### src/rtl/btn_pulse_gen.sv
// Push-button conditioner: per-channel 2-flop sync, debounce, and a one-cycle press pulse on bto.
// Define BTN_AUTOREPEAT_EN to add hold-to-repeat pulses (REPEAT_DELAY, then every REPEAT_PERIOD).
module btn_pulse_gen #(
   parameter int N_BTN           = 4,
   parameter int DEBOUNCE_CYCLES = 1000000,
   parameter int REPEAT_DELAY    = 50000000,
   parameter int REPEAT_PERIOD   = 10000000
) (
   input  logic             clk,
   input  logic             rst_n,
   input  logic [N_BTN-1:0] btn_raw,
   output logic [N_BTN-1:0] bto,
   output logic [N_BTN-1:0] btn_level
);

   localparam int CW = $clog2(DEBOUNCE_CYCLES + 1);
   localparam logic [CW-1:0] CNT_LAST = CW'(DEBOUNCE_CYCLES - 1);

`ifdef BTN_AUTOREPEAT_EN
   localparam int RMAX = (REPEAT_DELAY > REPEAT_PERIOD) ? REPEAT_DELAY : REPEAT_PERIOD;
   localparam int RW = $clog2(RMAX + 1);
   localparam logic [RW-1:0] RD_LAST = RW'(REPEAT_DELAY - 1);
   localparam logic [RW-1:0] RP_LAST = RW'(REPEAT_PERIOD - 1);

   typedef enum logic [1:0] {
      IDLE   = 2'd0,
      DELAY  = 2'd1,
      REPEAT = 2'd2
   } rep_state_t;
`endif

   for (genvar i = 0; i < N_BTN; i++) begin : g_ch
      logic          sync1;
      logic          sync2;
      logic          level;
      logic          level_d;
      logic          pulse;
      logic [CW-1:0] cnt;
      logic          press;

      assign press = level & ~level_d;

      // cnt only advances while the synchronized input disagrees with the accepted level
      always_ff @(posedge clk or negedge rst_n) begin
         if (!rst_n) begin
            sync1   <= 1'b0;
            sync2   <= 1'b0;
            level   <= 1'b0;
            level_d <= 1'b0;
            cnt     <= '0;
         end else begin
            sync1   <= btn_raw[i];
            sync2   <= sync1;
            level_d <= level;
            if (sync2 == level) begin
               cnt <= '0;
            end else if (cnt == CNT_LAST) begin
               level <= sync2;
               cnt   <= '0;
            end else begin
               cnt <= cnt + CW'(1);
            end
         end
      end

`ifdef BTN_AUTOREPEAT_EN
      rep_state_t    state;
      logic [RW-1:0] rcnt;
      logic          fall_now;

      // level is about to drop on this edge; used to cancel a due repeat pulse
      assign fall_now = level & ~sync2 & (cnt == CNT_LAST);

      always_ff @(posedge clk or negedge rst_n) begin
         if (!rst_n) begin
            state <= IDLE;
            rcnt  <= '0;
            pulse <= 1'b0;
         end else begin
            pulse <= 1'b0;
            if (fall_now) begin
               state <= IDLE;
               rcnt  <= '0;
            end else begin
               case (state)
                  IDLE: begin
                     if (press) begin
                        state <= DELAY;
                        rcnt  <= '0;
                        pulse <= 1'b1;
                     end
                  end
                  DELAY: begin
                     if (rcnt == RD_LAST) begin
                        state <= REPEAT;
                        rcnt  <= '0;
                        pulse <= 1'b1;
                     end else begin
                        rcnt <= rcnt + RW'(1);
                     end
                  end
                  REPEAT: begin
                     if (rcnt == RP_LAST) begin
                        rcnt  <= '0;
                        pulse <= 1'b1;
                     end else begin
                        rcnt <= rcnt + RW'(1);
                     end
                  end
                  default: begin
                     state <= IDLE;
                     rcnt  <= '0;
                  end
               endcase
            end
         end
      end
`else
      always_ff @(posedge clk or negedge rst_n) begin
         if (!rst_n) begin
            pulse <= 1'b0;
         end else begin
            pulse <= press;
         end
      end
`endif

      assign bto[i]       = pulse;
      assign btn_level[i] = level;
   end

endmodule

### config.mk
export PLATFORM = sky130hd
export DESIGN_NAME = btn_pulse_gen
export DESIGN_NICKNAME = d
export VERILOG_FILES = /design/src/rtl/btn_pulse_gen.sv
export SDC_FILE = /design/constraint.sdc
export NUM_CORES = 1
export LEC_CHECK = 0
export CAP_MARGIN = 20
export CORE_MARGIN = 8
export CORE_UTILIZATION = 55
export DETAILED_ROUTE_END_ITERATION = 8
export PLACE_DENSITY = 0.71
export SLEW_MARGIN = 20
export SYNTH_ARGS = -nofsm -noshare
export SYNTH_HDL_FRONTEND = slang
export SYNTH_SLANG_ARGS = --single-unit
### constraint.sdc
create_clock -name clk -period 4.22 [get_ports clk]
set_input_delay 0.844 -clock clk [delete_from_list [all_inputs] [get_ports clk]]
set_output_delay 0.844 -clock clk [all_outputs]
set_load 0.02 [all_outputs]
==> impl_metrics.ini <==
[outcome]
status = finished clean

[drt]
avgViaCountPerCell = 5.609
via_count = 3259
drc = 0
antenna_left = 0
routedWlPerCell_microns = 13.99
dr.pass1.iters = 4
wl_mm = 8.130
dr.first_iter.drc_count = 123

[global_routing]
antenna_found_initial = 0
grt.total_usage_pct = 15.31
grt_max_degree = 75
grt_pass1_vias = 3259
grt_overflow = 0
grt_pass1_wl_mm = 14.57

[cts]
cts_resized = 0
cts_tree = built
cts-root-buf = clkbuf_8
cts_setup_buffers = 0
path_clk_slew_ns = 0.09
clock_latency_ns = 0.35
numClockSinks = 100
htreeDepth = 3
cts.path.max_buffers = 2
cts_hold_buf = 0
cts_buffers = 9

[setup_path]
cp_slowest_cell = clkdlybuf4s50_1
end_kind = primary output
path_max_fanout = 5
startpoint_type = flop
cpPeakStageDelay_ns = 0.64
cp_num_buf_inv = 1
required_ns = 3.38
critical_path_class = reg2out
arrival_ns = 1.43
crit_family = buffers and inverters
path_cells = clkdlybuf4s50_1

[synth]
yosysSeqAreaShare_pct = 53.50
netlist_instances = 465
ys_seq_elements = 100
synth_area_sq_mm = 0.004677
synth_cell_types = 38
avgSynthCellArea_sq_um = 10.06
ys_warn_count = 0
syn_nets = 475

[die]
start_util_pct = 56.92
die_h_microns = 108.2
fp-row-count = 33
num_io_pins = 14
die_area_sq_mm = 0.01171
coreArea_sq_mm = 0.008217
die_x_microns = 108.2

[timing]
fin_crit_sh_pct = 53.98
relSlewSlack_pct = 31.16
worstMarginPinSlew_ns = 1.029
clock_skew_ns = 0.008401
setup_viol = 0
tns_ns = 0
layout_min_cycle_time_ns = 2.278
hold_violations = 0
slew_viol_final = 0
fmax_mhz = 439.0
setup_slack_ns = 1.942
holdWs_ns = 0.3577
rsz0062_at_grt = no

[power]
p_leak_nw = 2.029
total_power_mw = 1.659
p_sw_share_pct = 21.92
p_int_mw = 1.295
seq_power_share_pct = 59.2
comb_power_share_pct = 3.4
switchingPower_mw = 0.3636
powerDensity_mw_per_mm2 = 327.8
pwr-share-clk_pct = 37.4
vdd_drop_max_uv = 185.4

[layout]
drive_gt1_share_pct = 6.723
diodes = 0
fin_util_pct = 61.60
syn2layout_area_growth_pct = 8.213
nFillCells = 695
final_nets = 482

[min_path]
hold_class = reg2reg

[placed_design]
hpwl_mm = 5.569
portBuffers = 13
pre_cts_ws_ns = 1.992
gp_congestion = 0.8410

[flow_run]
cap_violations = 0
cells in the mapped netlist:
library cell  instances  area [sq um]
inv_1                18         67.56
or4bb_1               1         11.26
o41ai_4               1         27.53
ha_1                  4         50.05
o21ba_2               1         10.01
o21a_1                1         7.510
o21ai_4               1         16.27
nand2_1              25         93.84
a31o_2                1         8.760
and3_1                7         43.79
buf_4                 8         60.06
xor2_1               14         122.6
mux2i_1               2         20.02
o31ai_1               9         67.56
buf_6                 1         11.26
nor3_1               16         80.08
and2_1                4         25.02
nand4b_1              2         17.52
or2_2                 2         12.51
a21oi_1              22         110.1
nand4_1              13         81.33
nor2_1               67         251.5
xnor2_1              37         324.1
nor4b_1               3         26.28
clkbuf_1             10         37.54
dfrtp_1             100          2502
mux2_1                1         11.26
or3_1                11         68.82
mux2_2                3         33.78
nand3b_1              4         30.03
o21ai_0              16         80.08
or4_4                 1         11.26
nand3_1              27         135.1
or4_1                14         105.1
nor4_1               12         75.07
buf_2                 1         5.000
nor2b_1               4         25.02
nand3_2               1         10.01
worst register-to-register path: cells and delay by family (launching register included):
family          cells  cell delay (ns)
compound gates      1             0.99
simple gates        3             0.48
flops               1             0.40
fa+ha+maj           1             0.21
cells by family after synthesis:
kind of cell,Yosys count,synth area share [%]
fa+ha+maj,4,1.070
simple gates,214,23.60
compound gates,52,7.009
xor+xnor,51,9.551
flops,100,53.50
mux,6,1.391
buf+inv,38,3.879
worst paths after layout:
kind                                           start                         to  slack (ns)  cells after the start
setup / recovery           g_ch[3].level$_DFFE_PN0P_               btn_level[3]        1.94                      1
hold / removal               g_ch[0].sync1$_DFF_PN0_    g_ch[0].sync2$_DFF_PN0_        0.36                      0
setup reg to reg            g_ch[0].cnt[0]$_DFF_PN0_   g_ch[0].cnt[4]$_DFF_PN0_        1.99                      5
hold reg to reg              g_ch[0].sync1$_DFF_PN0_    g_ch[0].sync2$_DFF_PN0_        0.36                      0
max in group asynchronous                      rst_n   g_ch[3].cnt[8]$_DFF_PN0_        2.71                      2
min in group asynchronous                      rst_n  g_ch[0].cnt[18]$_DFF_PN0_        0.62                      1
final cells by class:
type / count / area (sq um) / share of cell area (%)
clock inverters: 4 / 55.05 / 1.088
multi-input cells: 327 / 2003 / 39.58
repair buffers: 16 / 150.1 / 2.967
inverters: 18 / 67.56 / 1.335
clock buffers: 11 / 151.4 / 2.991
well taps: 105 / 131.4 / 2.596
flip-flops and latches: 100 / 2502 / 49.44
cells in the final DEF, fill, tap and decap left out, drive strengths merged, types with 4 or more instances in the layout:
| cell type | Yosys | final |
|---|---|---|
| a21oi | 22 | 22 |
| and2 | 4 | 4 |
| and3 | 7 | 7 |
| buf | 10 | 4 |
| clkbuf | 10 | 11 |
| clkdlybuf4s50 | 0 | 12 |
| dfrtp | 100 | 100 |
| ha | 4 | 4 |
| inv | 18 | 20 |
| mux2 | 4 | 4 |
| nand2 | 25 | 25 |
| nand3 | 28 | 28 |
| nand3b | 4 | 4 |
| nand4 | 13 | 13 |
| nor2 | 67 | 67 |
| nor2b | 4 | 4 |
| nor3 | 16 | 16 |
| nor4 | 12 | 12 |
| o21ai | 17 | 17 |
| o31ai | 9 | 9 |
| or3 | 11 | 11 |
| or4 | 15 | 15 |
| xnor2 | 37 | 37 |
| xor2 | 14 | 14 |
power by group through the flow:
stage	Sequential [mW]	Clock [mW]	Combinational [mW]
finish	0.982	0.621	0.0563
global route	0.984	0.681	0.0660
CTS	0.982	0.653	0.0590
detailed placement	1.00	0	0.0589
global placement	1.00	0	0.0570
floorplan	0.999	0	0.0282
per-layer routing:
| metal | routed length, microns | share of wire [%] | track usage [%] | up-vias |
|---|---|---|---|---|
| met4 | 121 | 1.5 | 6.541 | 0 |
| met1 | 3830 | 47 | 18.79 | 1592 |
| met2 | 3965 | 49 | 25.15 | 33 |
| li1 | - | - | - | 1625 |
| met3 | 213 | 2.6 | 3.807 | 9 |
| met5 | 0 | 0 | 0 | - |
stage by stage:
step | instance area [sq um] | std cells
3_3_place_gp | 4855 | 566
6_report | 5061 | 581
2_1_floorplan | 4677 | 465
5_1_grt | 5061 | 581
4_1_cts | 5061 | 581
3_5_place_dp | 4855 | 566
state kept, by name, summed over array words and instances, names as in the netlist:
name and count:
g_ch.sync1 4, g_ch.sync2 4, g_ch.cnt 80, g_ch.level 4
g_ch.level_d 4, g_ch.pulse 4
Power figures use the tool's default switching activity.
